--- src/rtl/booth_pkg.sv ---
// Shared types for the radix-4 Booth multiplier: FSM states, the recoded
// digit flags, and the iteration-count helper.
package booth_pkg;

  typedef enum logic [1:0] {
    ST_IDLE,
    ST_CALC,
    ST_DONE
  } state_t;

  // Radix-4 Booth digit in {0, +-1, +-2}: magnitude 2 when two=1, sign from neg.
  typedef struct packed {
    logic zero;
    logic neg;
    logic two;
  } booth_digit_t;

  function automatic int calc_iters(input int width);
    return width / 2 + 1;
  endfunction

endpackage

--- src/rtl/booth_r4_enc.sv ---
// Combinational radix-4 Booth recoder: {b[i+1], b[i], b[i-1]} -> digit flags.
module booth_r4_enc
  import booth_pkg::*;
(
  input  logic [2:0]   triplet,
  output booth_digit_t digit
);

  always_comb begin
    digit      = '0;
    digit.zero = (triplet == 3'b000) || (triplet == 3'b111);
    digit.neg  = triplet[2] && !digit.zero;
    digit.two  = (triplet == 3'b011) || (triplet == 3'b100);
  end

endmodule

--- src/rtl/booth_mult_r4.sv ---
// Sequential radix-4 Booth multiplier with valid/ready on both sides; one
// Booth step per cycle, result held in DONE until the consumer accepts it.
module booth_mult_r4
  import booth_pkg::*;
#(
  parameter int WIDTH = 8
) (
  input  logic                 clk,
  input  logic                 rst,
  input  logic                 in_valid,
  output logic                 in_ready,
  input  logic                 tc,
  input  logic [WIDTH-1:0]     A,
  input  logic [WIDTH-1:0]     B,
  output logic                 out_valid,
  input  logic                 out_ready,
  output logic [2*WIDTH-1:0]   M,
  output logic                 busy
);

  localparam int E  = WIDTH + 2;
  localparam int HW = E + 2;
  localparam int N  = calc_iters(WIDTH);
  localparam int CW = $clog2(N + 1);

  state_t          state_q, state_d;
  logic [CW-1:0]   cnt_q, cnt_d;
  logic [WIDTH-1:0] a_q, a_d;
  logic            tc_q, tc_d;
  logic [HW-1:0]   hi_q, hi_d;
  logic [E-1:0]    lo_q, lo_d;
  logic            prev_q, prev_d;
  logic            in_ready_q, in_ready_d;
  logic            out_valid_q, out_valid_d;
  logic            busy_q, busy_d;

  booth_digit_t    digit;
  logic [HW-1:0]   a_ext, pp_mag, pp, sum;
  logic signed [HW+E-1:0] shift_all;

  booth_r4_enc u_enc (
    .triplet ({lo_q[1], lo_q[0], prev_q}),
    .digit   (digit)
  );

  // The latched tc decides how the multiplicand is widened for the adder.
  assign a_ext  = tc_q ? {{(HW-WIDTH){a_q[WIDTH-1]}}, a_q} : {{(HW-WIDTH){1'b0}}, a_q};
  assign pp_mag = digit.zero ? '0 : (digit.two ? {a_ext[HW-2:0], 1'b0} : a_ext);
  assign pp     = digit.neg ? (~pp_mag + HW'(1)) : pp_mag;
  assign sum    = hi_q + pp;
  assign shift_all = $signed({sum, lo_q}) >>> 2;

  always_comb begin
    state_d = state_q;
    cnt_d   = cnt_q;
    a_d     = a_q;
    tc_d    = tc_q;
    hi_d    = hi_q;
    lo_d    = lo_q;
    prev_d  = prev_q;
    case (state_q)
      ST_IDLE: begin
        if (in_valid) begin
          a_d     = A;
          tc_d    = tc;
          lo_d    = tc ? {{2{B[WIDTH-1]}}, B} : {2'b00, B};
          hi_d    = '0;
          prev_d  = 1'b0;
          cnt_d   = '0;
          state_d = ST_CALC;
        end
      end
      ST_CALC: begin
        hi_d   = shift_all[HW+E-1:E];
        lo_d   = shift_all[E-1:0];
        prev_d = lo_q[1];
        cnt_d  = cnt_q + CW'(1);
        if (cnt_q == CW'(N - 1)) begin
          state_d = ST_DONE;
        end
      end
      ST_DONE: begin
        if (out_ready) begin
          state_d = ST_IDLE;
        end
      end
      default: state_d = ST_IDLE;
    endcase
    // Handshake outputs are decoded from the next state and registered.
    in_ready_d  = (state_d == ST_IDLE);
    out_valid_d = (state_d == ST_DONE);
    busy_d      = (state_d != ST_IDLE);
  end

  always_ff @(posedge clk) begin
    if (rst) begin
      state_q     <= ST_IDLE;
      cnt_q       <= '0;
      a_q         <= '0;
      tc_q        <= 1'b0;
      hi_q        <= '0;
      lo_q        <= '0;
      prev_q      <= 1'b0;
      in_ready_q  <= 1'b0;
      out_valid_q <= 1'b0;
      busy_q      <= 1'b0;
    end else begin
      state_q     <= state_d;
      cnt_q       <= cnt_d;
      a_q         <= a_d;
      tc_q        <= tc_d;
      hi_q        <= hi_d;
      lo_q        <= lo_d;
      prev_q      <= prev_d;
      in_ready_q  <= in_ready_d;
      out_valid_q <= out_valid_d;
      busy_q      <= busy_d;
    end
  end

  assign in_ready  = in_ready_q;
  assign out_valid = out_valid_q;
  assign busy      = busy_q;
  // After N double-shifts the product is right-aligned across hi:lo.
  assign M         = {hi_q[WIDTH-3:0], lo_q};

endmodule
--- config.mk ---
export PLATFORM = sky130hd
export DESIGN_NAME = booth_mult_r4
export DESIGN_NICKNAME = d
export VERILOG_FILES = /design/src/rtl/booth_pkg.sv /design/src/rtl/booth_r4_enc.sv /design/src/rtl/booth_mult_r4.sv
export SDC_FILE = /design/constraint.sdc
export NUM_CORES = 1
export LEC_CHECK = 0
export CAP_MARGIN = 10
export CORE_MARGIN = 2
export CORE_UTILIZATION = 55
export CTS_BUF_LIST = sky130_fd_sc_hd__clkbuf_8 sky130_fd_sc_hd__clkbuf_16
export DETAILED_ROUTE_END_ITERATION = 8
export PLACE_DENSITY = 0.81
export SLEW_MARGIN = 15
export SYNTH_ARGS = -nofsm -noshare
export SYNTH_HDL_FRONTEND = slang
export SYNTH_SLANG_ARGS = --single-unit
--- constraint.sdc ---
create_clock -name clk -period 10.6 [get_ports clk]
set_input_delay 2.12 -clock clk [delete_from_list [all_inputs] [get_ports clk]]
set_output_delay 2.12 -clock clk [all_outputs]
set_load 0.02 [all_outputs]
After elaboration in Yosys (flattened, before gate mapping)

Index checks and enable logic that the tools add are counted.

Word-level logic and storage cells: 50
Bits of input ports: 21
Bits in registers: 40

Bitwise operators: 1
Add/subtract/negate cells: 3
Mux-type cells: 17
Equal/unequal tests: 8
Reduce and logical (&&, ||, !) cells: 11

Operators with widths:

| kind                                                             | number |
|---|---|
| 12-bit two-way mux                                               | 5 |
| 12-bit one-hot mux with 2 select lines                           | 1 |
| 10-bit two-way mux                                               | 2 |
| 10-bit one-hot mux with 2 select lines                           | 1 |
| 12-bit by 1-bit adder with 12-bit output (second input constant) | 1 |
| 12-bit adder                                                     | 1 |
| 12-bit inverter                                                  | 1 |
| 3-bit == test (second input constant)                            | 3 |
| 2-bit two-way mux                                                | 3 |
| 2-bit one-hot mux with 3 select lines                            | 1 |
| 3-bit one-hot mux with 2 select lines                            | 1 |
| 2-bit == test (second input constant)                            | 2 |
| 2-bit zero test                                                  | 2 |
| 2-bit AND reduction                                              | 2 |
| 2-bit nonzero test                                               | 2 |
| 3-bit by 1-bit adder with 3-bit output (second input constant)   | 1 |
| 3-bit by 2-bit == test with 1-bit output (second input constant) | 1 |
| 3-bit zero test                                                  | 1 |
| 3-bit two-way mux                                                | 1 |
| 2-bit by 1-bit == test with 1-bit output (second input constant) | 1 |
| 1-bit logical OR                                                 | 2 |
| 2-bit != test (second input constant)                            | 1 |
| 1-bit one-hot mux with 2 select lines                            | 1 |
| 1-bit logical AND                                                | 1 |
| 2 further kinds                                                  | 2 |

Depth between registers and ports, before layout

Gate-level depths: netlist of run 1.

Depth in word-level cells: 9
Gate-level depth with buffers: 18
Mapped depth without buffers: 16

Modules after synthesis

From an unflattened synthesis of run 1, not the netlist that was laid out.

Cell total of the unflattened synthesis: 312
Area, all modules: 2,397.3 µm²

Modules (own cells, without submodules):

| module        | area each (µm²) | cells each | times used | sequential area each (µm²) |
|---|---|---|---|---|
| booth_mult_r4 | 2,359.8         | 305        | 1          | 760.7 |
| booth_r4_enc  | 37.5            | 7          | 1          | 0.0 |

Worst setup path after synthesis of run 1

Ideal clock, no wire load.

Path type: flip-flop to flip-flop
From: reg lo_q[1]
To: reg hi_q[8]
Arrival time: 3,501 ps
Data required time: 10,526 ps
Path buffers: 2
Slack: 7,025 ps
Library setup time: 74 ps
Cell stages (with the launch flop): 18
Cells stage by stage: dfxtp_1 -> buf_4 -> or3b_1 -> buf_6 -> nand2_4 -> nand2_1 -> a21o_1 -> ha_1 -> nor2_1 -> xnor2_1 -> a221o_1 -> ha_1 -> nand3_1 -> a21boi_0 -> o31a_1 -> o21ai_0 -> or3_1 -> a31oi_1

Word-level cells in the longest chain between the ends: 9
Elaborated cells on any way between the ends: 15
Those cells by class: 2 x add/sub; 3 x eq/ne; 4 x mux; 1 x bitwise; 5 x reduce/logical

Ends and longest elaborated chain:

| item                                                                      | RTL line             | RTL |
|---|---|---|
| start: declaration                                                        | booth_mult_r4.sv:31  | `logic [E-1:0] lo_q, lo_d;` |
| start signal: assignment                                                  | booth_mult_r4.sv:113 | `lo_q <= lo_d;` |
| 3-bit by 2-bit == test with 1-bit output or 3-bit == test (tied branches) | booth_r4_enc.sv:13   | `digit.two = (triplet == 3'b011) \|\| (triplet == 3'b100);` |
| 1-bit logical OR                                                          | booth_r4_enc.sv:13   |  |
| 12-bit two-way mux (2 in a row)                                           | booth_mult_r4.sv:48  | `assign pp_mag = digit.zero ? '0 : (digit.two ? {a_ext[HW-2:0], 1'b0} : a_ext);` |
| 12-bit inverter                                                           | booth_mult_r4.sv:49  | `assign pp = digit.neg ? (~pp_mag + HW'(1)) : pp_mag;` |
| 12-bit by 1-bit adder with 12-bit output                                  | booth_mult_r4.sv:49  |  |
| 12-bit two-way mux (*)                                                    | booth_mult_r4.sv:49  |  |
| 12-bit adder (*)                                                          | booth_mult_r4.sv:50  | `assign sum = hi_q + pp;` |
| 12-bit one-hot mux with 2 select lines (*)                                | booth_mult_r4.sv:61  | `case (state_q)` |
| end signal: assignment                                                    | booth_mult_r4.sv:112 | `hi_q <= hi_d;` |
| end: declaration                                                          | booth_mult_r4.sv:30  | `logic [HW-1:0] hi_q, hi_d;` |

Every way passes the cells marked *; elsewhere a longest branch is shown, timed or not.
A chain may end at the register's enable or synchronous reset.

Worst setup path in the final report of run 1

Same ends and word-level chain as after synthesis.

==> run metrics, run 1 <==
post-synthesis compound-gate area fraction 24.2%; GRT overflow 0; switching power 123 µW; Hold Crit Class register to register; DP Area 3070 µm²; CP Class register to register; Total Nets Final 424; Synth Flop Type dfxtp_1; Net Count, Synth 406; Tmin final 4140 ps; outcome finished, final reports clean; CTS tree yes; CP arrival 4370 ps; Vias 2646; design area 3210 µm²; drt wl/cell 14.6 µm; largest family of logic cells by synthesized area simple AND/OR/NAND/NOR gates; leak pwr 0.00126 µW; Inserted Clock Buffers 5; Final Hold Violating Endpoints 0; dpl hpwl 4.86 mm; Root Driver clkbuf_8; GRT Resource Usage Total 25.9%; initial antenna violation count 0; # hold bufs at CTS 0; Simple-Gate Fraction of Synth Area 27.2%; n_diodes 0; PortBufs 39; CP dominant cell by count ha_1; Setup crit start kind register; multi-input logic area 1780 µm²; ratio of cells with drive above 1 in the final layout 5.17%; die width 74.7 µm; dpl cells 446; syn_area_per_cell 7.47 µm²; Post-route DRC 0; RSZ-0062 raised after global routing no; CP Max Fanout 20; die area 5580 µm²; area share of the largest cell type after synthesis 27.7%; core region area 4790 µm²; Crit. End Element register; Total Power 417 µW; setup TNS 0 ps; sequential area share after synthesis 27.7%; Layout area overhead 16.9%; Post-Layout Cell Count 454; row count 25; PostCTS Resize Cnt 0; pin count of the biggest net entering global routing 41; vias in the first global route 2495; MaxCap Viol Count 0; EDFF count, synth 0; clk_lat worst skew 300 ps; Routability Congestion 0.939; async set-or-reset flop fraction in the synthesized netlist 0%; area leader, netlist dfxtp_1; Distinct cells, synth 56; slew of the pin with the lowest slew margin 684 ps; first-pass GRT wire length 11.2 mm; H-tree Lvls 2; largest cells by area after synthesis dfxtp_1 (28%), ha_1 (7.3%), nor2_1 (7.1%); Comb power frac 23.3%; Switching Share 29.4%; post-synthesis mux area share 0.410%; clock network fraction of design power 37.4%; Max IR drop VDD 0.0838 mV; Initial Utilization 57.4%; # clock sinks 38; Final Setup Violations 0; final setup skew 3.14 ps; Max stage delay cell, worst path dfxtp_1; vias per std cell 5.83; Die Y-Extent 74.7 µm; antenna-violating nets left 0; f_max 241 MHz; Cell Pwr Density 130 nW/µm²; xor and xnor fraction of the mapped netlist area 5.10%; Max Slew Vio Count 0; Pre-Repair DR Iteration Count 4; Tcrit/Tclk final 39.1%; Synth Instances 368; Seq cells post-synth 38; Post-Syn Area 2750 µm²; clock slew at reported path FFs 80 ps; Iteration-0 DRC Markers 118; Post-CTS Setup Inserts 0; yosys warns 0; max incr delay on CP 690 ps; sequential share of power 39.3%; overall routed net length 6.63 mm; internal power 295 µW; Util after Layout 67.2%; Filler Cell Count 434; Top Ports 40; CTS Buffer Depth 2; WP data required 10830 ps; Rel. slew slack 54.3%; critical-path cell list or3b_1 > nand2_4 > nand2_1 > a21o_1 > ha_1 > inv_1 > o21ai_1 > xnor2_1 > a221o_1 > ha_1 > a21boi_0 > o31a_1 > o21ai_0 > or3_1 > a31oi_1; Adder-Cell Fraction of Synth Area 8.01%; Register Area 761 µm²
-- cells by family (layout without fill, tap and decap cells) --
logic type / after synthesis / in the layout
XOR/XNOR: 16 / 16
AO/OA/AOI/OAI: 101 / 101
flip-flops: 38 / 38
buffers and inverters: 40 / 59
adder cells (fa/ha/maj): 17 / 17
multiplexers: 1 / 1
AND/OR/NAND/NOR: 155 / 155
-- cell type report --
class	count	share of cell area (%)
clock inverter	2	1.87
tap	67	2.61
multi-input combinational	290	55.5
timing repair buffer	41	12.6
clock buffer	6	2.57
sequential	38	23.7
inverter	10	1.17
-- through the flow --
stage	setup slack, ps	hold slack (ps)
floorplan	7020	458
global placement	6690	474
detailed placement	6490	486
CTS	6470	497
global route	6130	517
finish	6460	492
-- cell usage after synthesis, drive strengths merged, types with 6 or more instances --
master / number
a21oi: 28
buf: 15
a31oi: 6
a22oi: 12
xnor2: 8
xor2: 8
nand2: 40
inv: 10
nor2: 52
o21ai: 25
clkbuf: 15
nor3: 16
nor2b: 10
ha: 16
dfxtp: 38
nand3: 10
-- power groups by stage --
stage | logic [µW] | registers, µW | clock network [µW]
after floorplan | 70.7 | 164 | 0
after global placement | 94.4 | 167 | 0
after detailed placement | 96.5 | 167 | 0
after CTS | 96.9 | 164 | 157
after global routing | 108 | 165 | 162
final | 97.2 | 164 | 156
-- worst max-delay path: cells and delay by family (launching register included) --
family / cells / cell delay, ps
AOI/OAI and AO/OA: 7 / 1410
xor gates and xnor gates: 1 / 160
adders and majority gates: 2 / 560
buffers and inverters: 1 / 120
DFF: 1 / 690
and+or+nand+nor: 4 / 1140
-- final timing paths --
kind                               from  endpoint  slack (ps)  depth (start not counted)
worst max-delay path            lo_q[1]   hi_q[8]        6460                         15
worst min-delay path               tc_q      tc_q         490                          2
worst max register to register  lo_q[1]   hi_q[8]        6460                         15
worst min register to register     tc_q      tc_q         490                          2
-- flip-flops by register name, indices dropped and copies added, names as in the netlist --
name,count
hi_q,10
in_ready,1
busy,1
cnt_q,3
tc_q,1
out_valid,1
state_q,2
prev_q,1
a_q,8
lo_q,10
-- layout by cell type (no fill, tap or decap), types with 3 or more instances in the layout --
cell type	count
a31oi_1	6
a22oi_1	10
nand4_1	4
dfxtp_1	38
inv_1	10
or3_1	3
nand2_1	39
xor2_1	8
and3_1	3
o21a_1	4
o21ai_0	21
nor2b_1	10
a211oi_1	4
nand3_1	9
a21oi_1	28
clkdlybuf4s50_1	39
ha_1	16
a21o_1	4
nor4_1	3
clkbuf_8	6
nor2_1	52
nor3_1	16
xnor2_1	8
o21ai_1	4
o21bai_1	3
-- routing by layer --
metal | up-vias | GRT usage [%] | wire, µm
met5 | - | 0 | 0
met4 | 0 | 9.13 | 114
met3 | 11 | 5.62 | 391
met2 | 67 | 43.2 | 3120
met1 | 1237 | 33.1 | 3000
li1 | 1331 | - | -
Power figures use the tool's default switching activity.
==> run 2, diff against run 1 <==
==> constraint.sdc (replaced) <==
create_clock -name clk -period 3.9 [get_ports clk]
set_input_delay 0.78 -clock clk [delete_from_list [all_inputs] [get_ports clk]]
set_output_delay 0.78 -clock clk [all_outputs]
set_load 0.02 [all_outputs]
==> run metrics, run 2 (synthesized netlist as in run 1, its figures left out) <==
outcome finished, final reports clean; overall routed net length 6.65 mm; largest registers hi_q (10), lo_q (10), a_q (8); Die Y-Extent 74.7 µm; WP data required 4050 ps; setup TNS 0 ps; PostCTS Resize Cnt 0; ratio of cells with drive above 1 in the final layout 6.12%; most common cell after layout, fill and taps aside nor2_1; Vias 2573; vias in the first global route 2310; core region area 4790 µm²; drt wl/cell 14.5 µm; Max Slew Vio Count 0; DP Area 3110 µm²; Setup crit start kind register; clk_lat worst skew 300 ps; Filler Cell Count 422; design area 3200 µm²; # hold bufs at CTS 0; max incr delay on CP 490 ps; clock slew at reported path FFs 80 ps; initial antenna violation count 0; f_max 275 MHz; most frequent cells in the layout nor2_1 (52), nand2_1 (39), clkdlybuf4s50_1 (39); Post-route DRC 0; dpl cells 451; RSZ-0062 raised after global routing no; CP Max Fanout 5; vias per std cell 5.61; die area 5580 µm²; CP top delay family compound AO/OA/AOI/OAI gates; hold slack 501 ps; die width 74.7 µm; MaxCap Viol Count 0; Top Ports 40; pin count of the biggest net entering global routing 41; cells on worst reg2reg path 14; Final Setup Violations 0; slew of the pin with the lowest slew margin 674 ps; antenna-violating nets left 0; leak pwr 0.00126 µW; CP dominant cell by count ha_1; final setup skew 6.26 ps; first-pass GRT wire length 10.8 mm; n_diodes 0; crit path buf inv count 0; Cell Pwr Density 315 nW/µm²; Pre-Repair DR Iteration Count 5; CP arrival 3790 ps; CP Class register to register; Total Power 1010 µW; Total Nets Final 429; Rel. slew slack 55.0%; Max IR drop VDD 0.205 mV; Layout area overhead 16.4%; Max stage delay cell, worst path or3b_1; Tmin final 3630 ps; Initial Utilization 57.4%; H-tree Lvls 2; GRT Resource Usage Total 25.0%; Crit. End Element register; Routability Congestion 0.871; dpl hpwl 4.83 mm; row count 25; PortBufs 39; Hold Crit Class register to register; Root Driver clkbuf_8; Register Area 761 µm²; critical-path cell list or3b_1 > nand2_4 > nand2_1 > a21o_1 > ha_1 > nor2_1 > xnor2_1 > a221o_1 > ha_1 > nand3_1 > a21boi_0 > o31a_1 > o21a_1 > o311ai_0; # clock sinks 38; Iteration-0 DRC Markers 173; CTS Buffer Depth 2; Post-CTS Setup Inserts 0; GRT overflow 0; Critical Path Stages 14; Inserted Clock Buffers 5; Tcrit/Tclk final 93.2%; Post-Layout Cell Count 459; multi-input logic area 1780 µm²; hold-critical path depth 2; Final Hold Violating Endpoints 0; CTS tree yes
## run 2: per-stage QoR
stage | util (%) | setup slack, ps
detailed placement | 65.0 | 353
global placement | 65.0 | 459
floorplan | - | 325
finish | 66.9 | 266
CTS | 66.9 | 317
global route | 66.9 | 83.4
## run 2: layout make-up
type,count,share of cell area (%)
clock inverter,2,0.274
tap,67,2.62
multi-input combinational,290,55.7
clock buffer,6,2.58
timing repair buffer,46,13.8
sequential,38,23.8
inverter,10,1.17
## run 2: metal layers
layer,share of wire [%],GRT usage [%]
met2,47,40.1
met5,0,0
met4,1.2,7.54
met3,6.0,5.09
met1,46,34.1
## run 2: tightest hold or removal path, delay by kind of cell, from the launching register on
| family | cells | cell delay, ps |
|---|---|---|
| simple gates | 1 | 60 |
| compound gates | 1 | 60 |
| flops | 1 | 340 |
## run 2: path summary, 6_finish.rpt
path | start | to | slack (ps)
hold reg to reg | a_q[0] | a_q[0] | 500
setup / recovery | lo_q[0] | hi_q[6] | 270
setup reg to reg | lo_q[0] | hi_q[6] | 270
hold / removal | a_q[0] | a_q[0] | 500
## run 2: where the power goes
| group | total [µW] | internal (µW) | leakage, µW | switching [µW] |
|---|---|---|---|---|
| sequential | 437 | 410 | 0.000311 | 27.1 |
| combinational | 281 | 124 | 0.000898 | 157 |
| clock | 289 | 140 | 0.0000524 | 149 |
| total | 1010 | 674 | 0.00126 | 333 |
==> run 3, diff against run 2 <==
--- a/config.mk
+++ b/config.mk
@@ -5,13 +5,14 @@
 export SDC_FILE = /design/constraint.sdc
 export NUM_CORES = 1
 export LEC_CHECK = 0
+export ABC_AREA = 1
 export CAP_MARGIN = 10
 export CORE_MARGIN = 2
-export CORE_UTILIZATION = 55
+export CORE_UTILIZATION = 54
 export CTS_BUF_LIST = sky130_fd_sc_hd__clkbuf_8 sky130_fd_sc_hd__clkbuf_16
+export CTS_CLUSTER_DIAMETER = 120
 export DETAILED_ROUTE_END_ITERATION = 8
-export PLACE_DENSITY = 0.81
-export SLEW_MARGIN = 15
+export PLACE_DENSITY = 0.8
 export SYNTH_ARGS = -nofsm -noshare
 export SYNTH_HDL_FRONTEND = slang
 export SYNTH_SLANG_ARGS = --single-unit
==> run metrics, run 3 <==
Simple-Gate Fraction of Synth Area 29.2%; post-synthesis mux area share 0%; sequential area share after synthesis 30.6%; largest registers hi_q (10), lo_q (10), a_q (8); first-pass GRT wire length 9.98 mm; hold slack 484 ps; die width 71.8 µm; PostCTS Resize Cnt 0; most frequent cells in the layout nand2_1 (86), a21oi_1 (42), inv_1 (39), clkdlybuf4s50_1 (39), dfxtp_1 (38); dpl hpwl 4.32 mm; Max stage delay cell, worst path dfxtp_1; Cell Pwr Density 367 nW/µm²; vias in the first global route 2278; Max IR drop VDD 0.250 mV; hold-critical path depth 2; antenna-violating nets left 0; Root Driver clkbuf_8; Routability Congestion 0.931; yosys warns 0; # hold bufs at CTS 0; Layout area overhead 20.8%; Final Hold Violating Endpoints 0; Pre-Repair DR Iteration Count 4; Synth top cells by count nand2_1 (86), a21oi_1 (42), inv_1 (39); Post-Syn Area 2480 µm²; area leader, netlist dfxtp_1; xor and xnor fraction of the mapped netlist area 2.47%; final setup skew 9.95 ps; Synth Flop Type dfxtp_1; max incr delay on CP 470 ps; leak pwr 0.00137 µW; Util after Layout 68.4%; HP Start hi_q[7]; post-synthesis compound-gate area fraction 18.3%; MaxCap Viol Count 0; n_diodes 0; Tmin final 3260 ps; Top Ports 40; die area 5160 µm²; clock slew at reported path FFs 70 ps; CP Class register to register; cell with the most instances after synthesis nand2_1; Net Count, Synth 390; Iteration-0 DRC Markers 102; Hold Path End hi_q[7]; GRT Resource Usage Total 24.3%; CP Max Fanout 10; flop-to-flop setup slack 640 ps; cells on worst reg2reg path 20; Post-CTS Setup Inserts 0; PortBufs 39; async set-or-reset flop fraction in the synthesized netlist 0%; Post-route DRC 0; Die Y-Extent 71.8 µm; R2R Path End hi_q[6]; pin count of the biggest net entering global routing 25; H-tree Lvls 2; Vias 2341; most common cell after layout, fill and taps aside nand2_1; Rel. slew slack 75.1%; outcome finished, final reports clean; initial antenna violation count 0; largest family of logic cells by synthesized area simple AND/OR/NAND/NOR gates; # clock sinks 38; Final Setup Violations 0; ratio of cells with drive above 1 in the final layout 9.28%; CTS Buffer Depth 2; Max Slew Vio Count 0; core region area 4380 µm²; Crit. End Element register; CP dominant cell by count nand2_1; largest cells by area after synthesis dfxtp_1 (31%), nand2_1 (13%), a21oi_1 (8.5%); row count 24; slew of the pin with the lowest slew margin 370 ps; Initial Utilization 56.6%; reg2reg start lo_q[0]; Adder-Cell Fraction of Synth Area 8.87%; area share of the largest cell type after synthesis 30.6%; CTS tree yes; Setup crit start kind register; Tcrit/Tclk final 83.7%; Hold Crit Class register to register; Inserted Clock Buffers 5; Seq cells post-synth 38; GRT overflow 0; Synth Instances 352; overall routed net length 5.72 mm; clk_lat worst skew 290 ps; syn_area_per_cell 7.06 µm²; critical-path cell list nor2_2 > o21ai_4 > nand3_2 > ha_1 > nand2_1 > inv_1 > nand2_1 > nand2_1 > xnor2_1 > inv_1 > ha_1 > nand2_1 > o21ai_0 > a21oi_1 > nor2_1 > o21ai_0 > nand2_1 > a21oi_1 > o21ai_0 > a21oi_1; RSZ-0062 raised after global routing no; f_max 307 MHz; Total Nets Final 425; vias per std cell 5.32; EDFF count, synth 0; drt wl/cell 13.0 µm; WP data required 4120 ps; CP arrival 3490 ps; setup TNS 0 ps; Distinct cells, synth 33
[run 3: changes by cell type in the layout (fill, tap and decap cells not counted), moves of 5 or more]
cell,previous run,this run
nand2_1,39,86
nor2_1,52,21
inv_1,11,39
a21oi_1,28,42
nor3_1,16,3
nand3_1,9,20
nand3_2,1,11
nor2b_1,10,0
nand2_2,0,6
xnor2_1,8,3
[run 3: worst max-delay path by stage]
stage          depth (start not counted)  slack [ps]  endpoint  startpoint
2_1_floorplan                         20         990   hi_q[6]     lo_q[0]
3_3_place_gp                          20         830   hi_q[6]     lo_q[0]
3_5_place_dp                          20         740   hi_q[6]     lo_q[0]
4_1_cts                               20         680   hi_q[6]     lo_q[0]
5_1_grt                               20         340   hi_q[6]     lo_q[0]
6_report                              20         640   hi_q[6]     lo_q[0]
[run 3: worst max-delay path: cells and delay by family (launching register included)]
family	cells	cell delay (ps)
AO/OA/AOI/OAI	7	1160
AND/OR/NAND/NOR	8	740
adder cells (fa/ha/maj)	2	560
flip-flops	1	470
XOR/XNOR	1	140
buffers and inverters	2	110
[run 3: layout make-up]
| class | count | area, µm² |
|---|---|---|
| fillers | 377 | 1390 |
| clock buffers | 6 | 82.6 |
| repair buffers | 43 | 420 |
| inverters | 40 | 150 |
| well taps | 52 | 65.1 |
| clock inverters | 2 | 60.1 |
| multi-input cells | 259 | 1460 |
| flip-flops and latches | 38 | 761 |
[run 3: power breakdown]
group          switching (µW)  internal, µW
sequential               17.5           411
combinational             155           102
clock                     143           273
total                     316           785
[run 3: routing by layer]
layer / up-vias / global-route usage (%) / routed length (µm)
li1: 1223 / - / -
met1: 1049 / 30.3 / 2580
met2: 54 / 40.4 / 2750
met3: 15 / 4.64 / 230
met4: 0 / 11.3 / 153
met5: - / 0 / 0
[run 3: metrics by stage]
stage	std cells	cell area, µm²	total power [µW]	setup WS [ps]
6_report	440	3000	1100	637
5_1_grt	440	3000	1160	341
4_1_cts	440	3000	1110	684
3_5_place_dp	432	2860	690	741
3_3_place_gp	432	2860	684	826
2_1_floorplan	352	2480	613	988
[run 3: cell families after synthesis]
family	after synthesis
xor+xnor	7
flops	38
buf+inv	55
compound gates	81
simple gates	154
fa+ha+maj	17
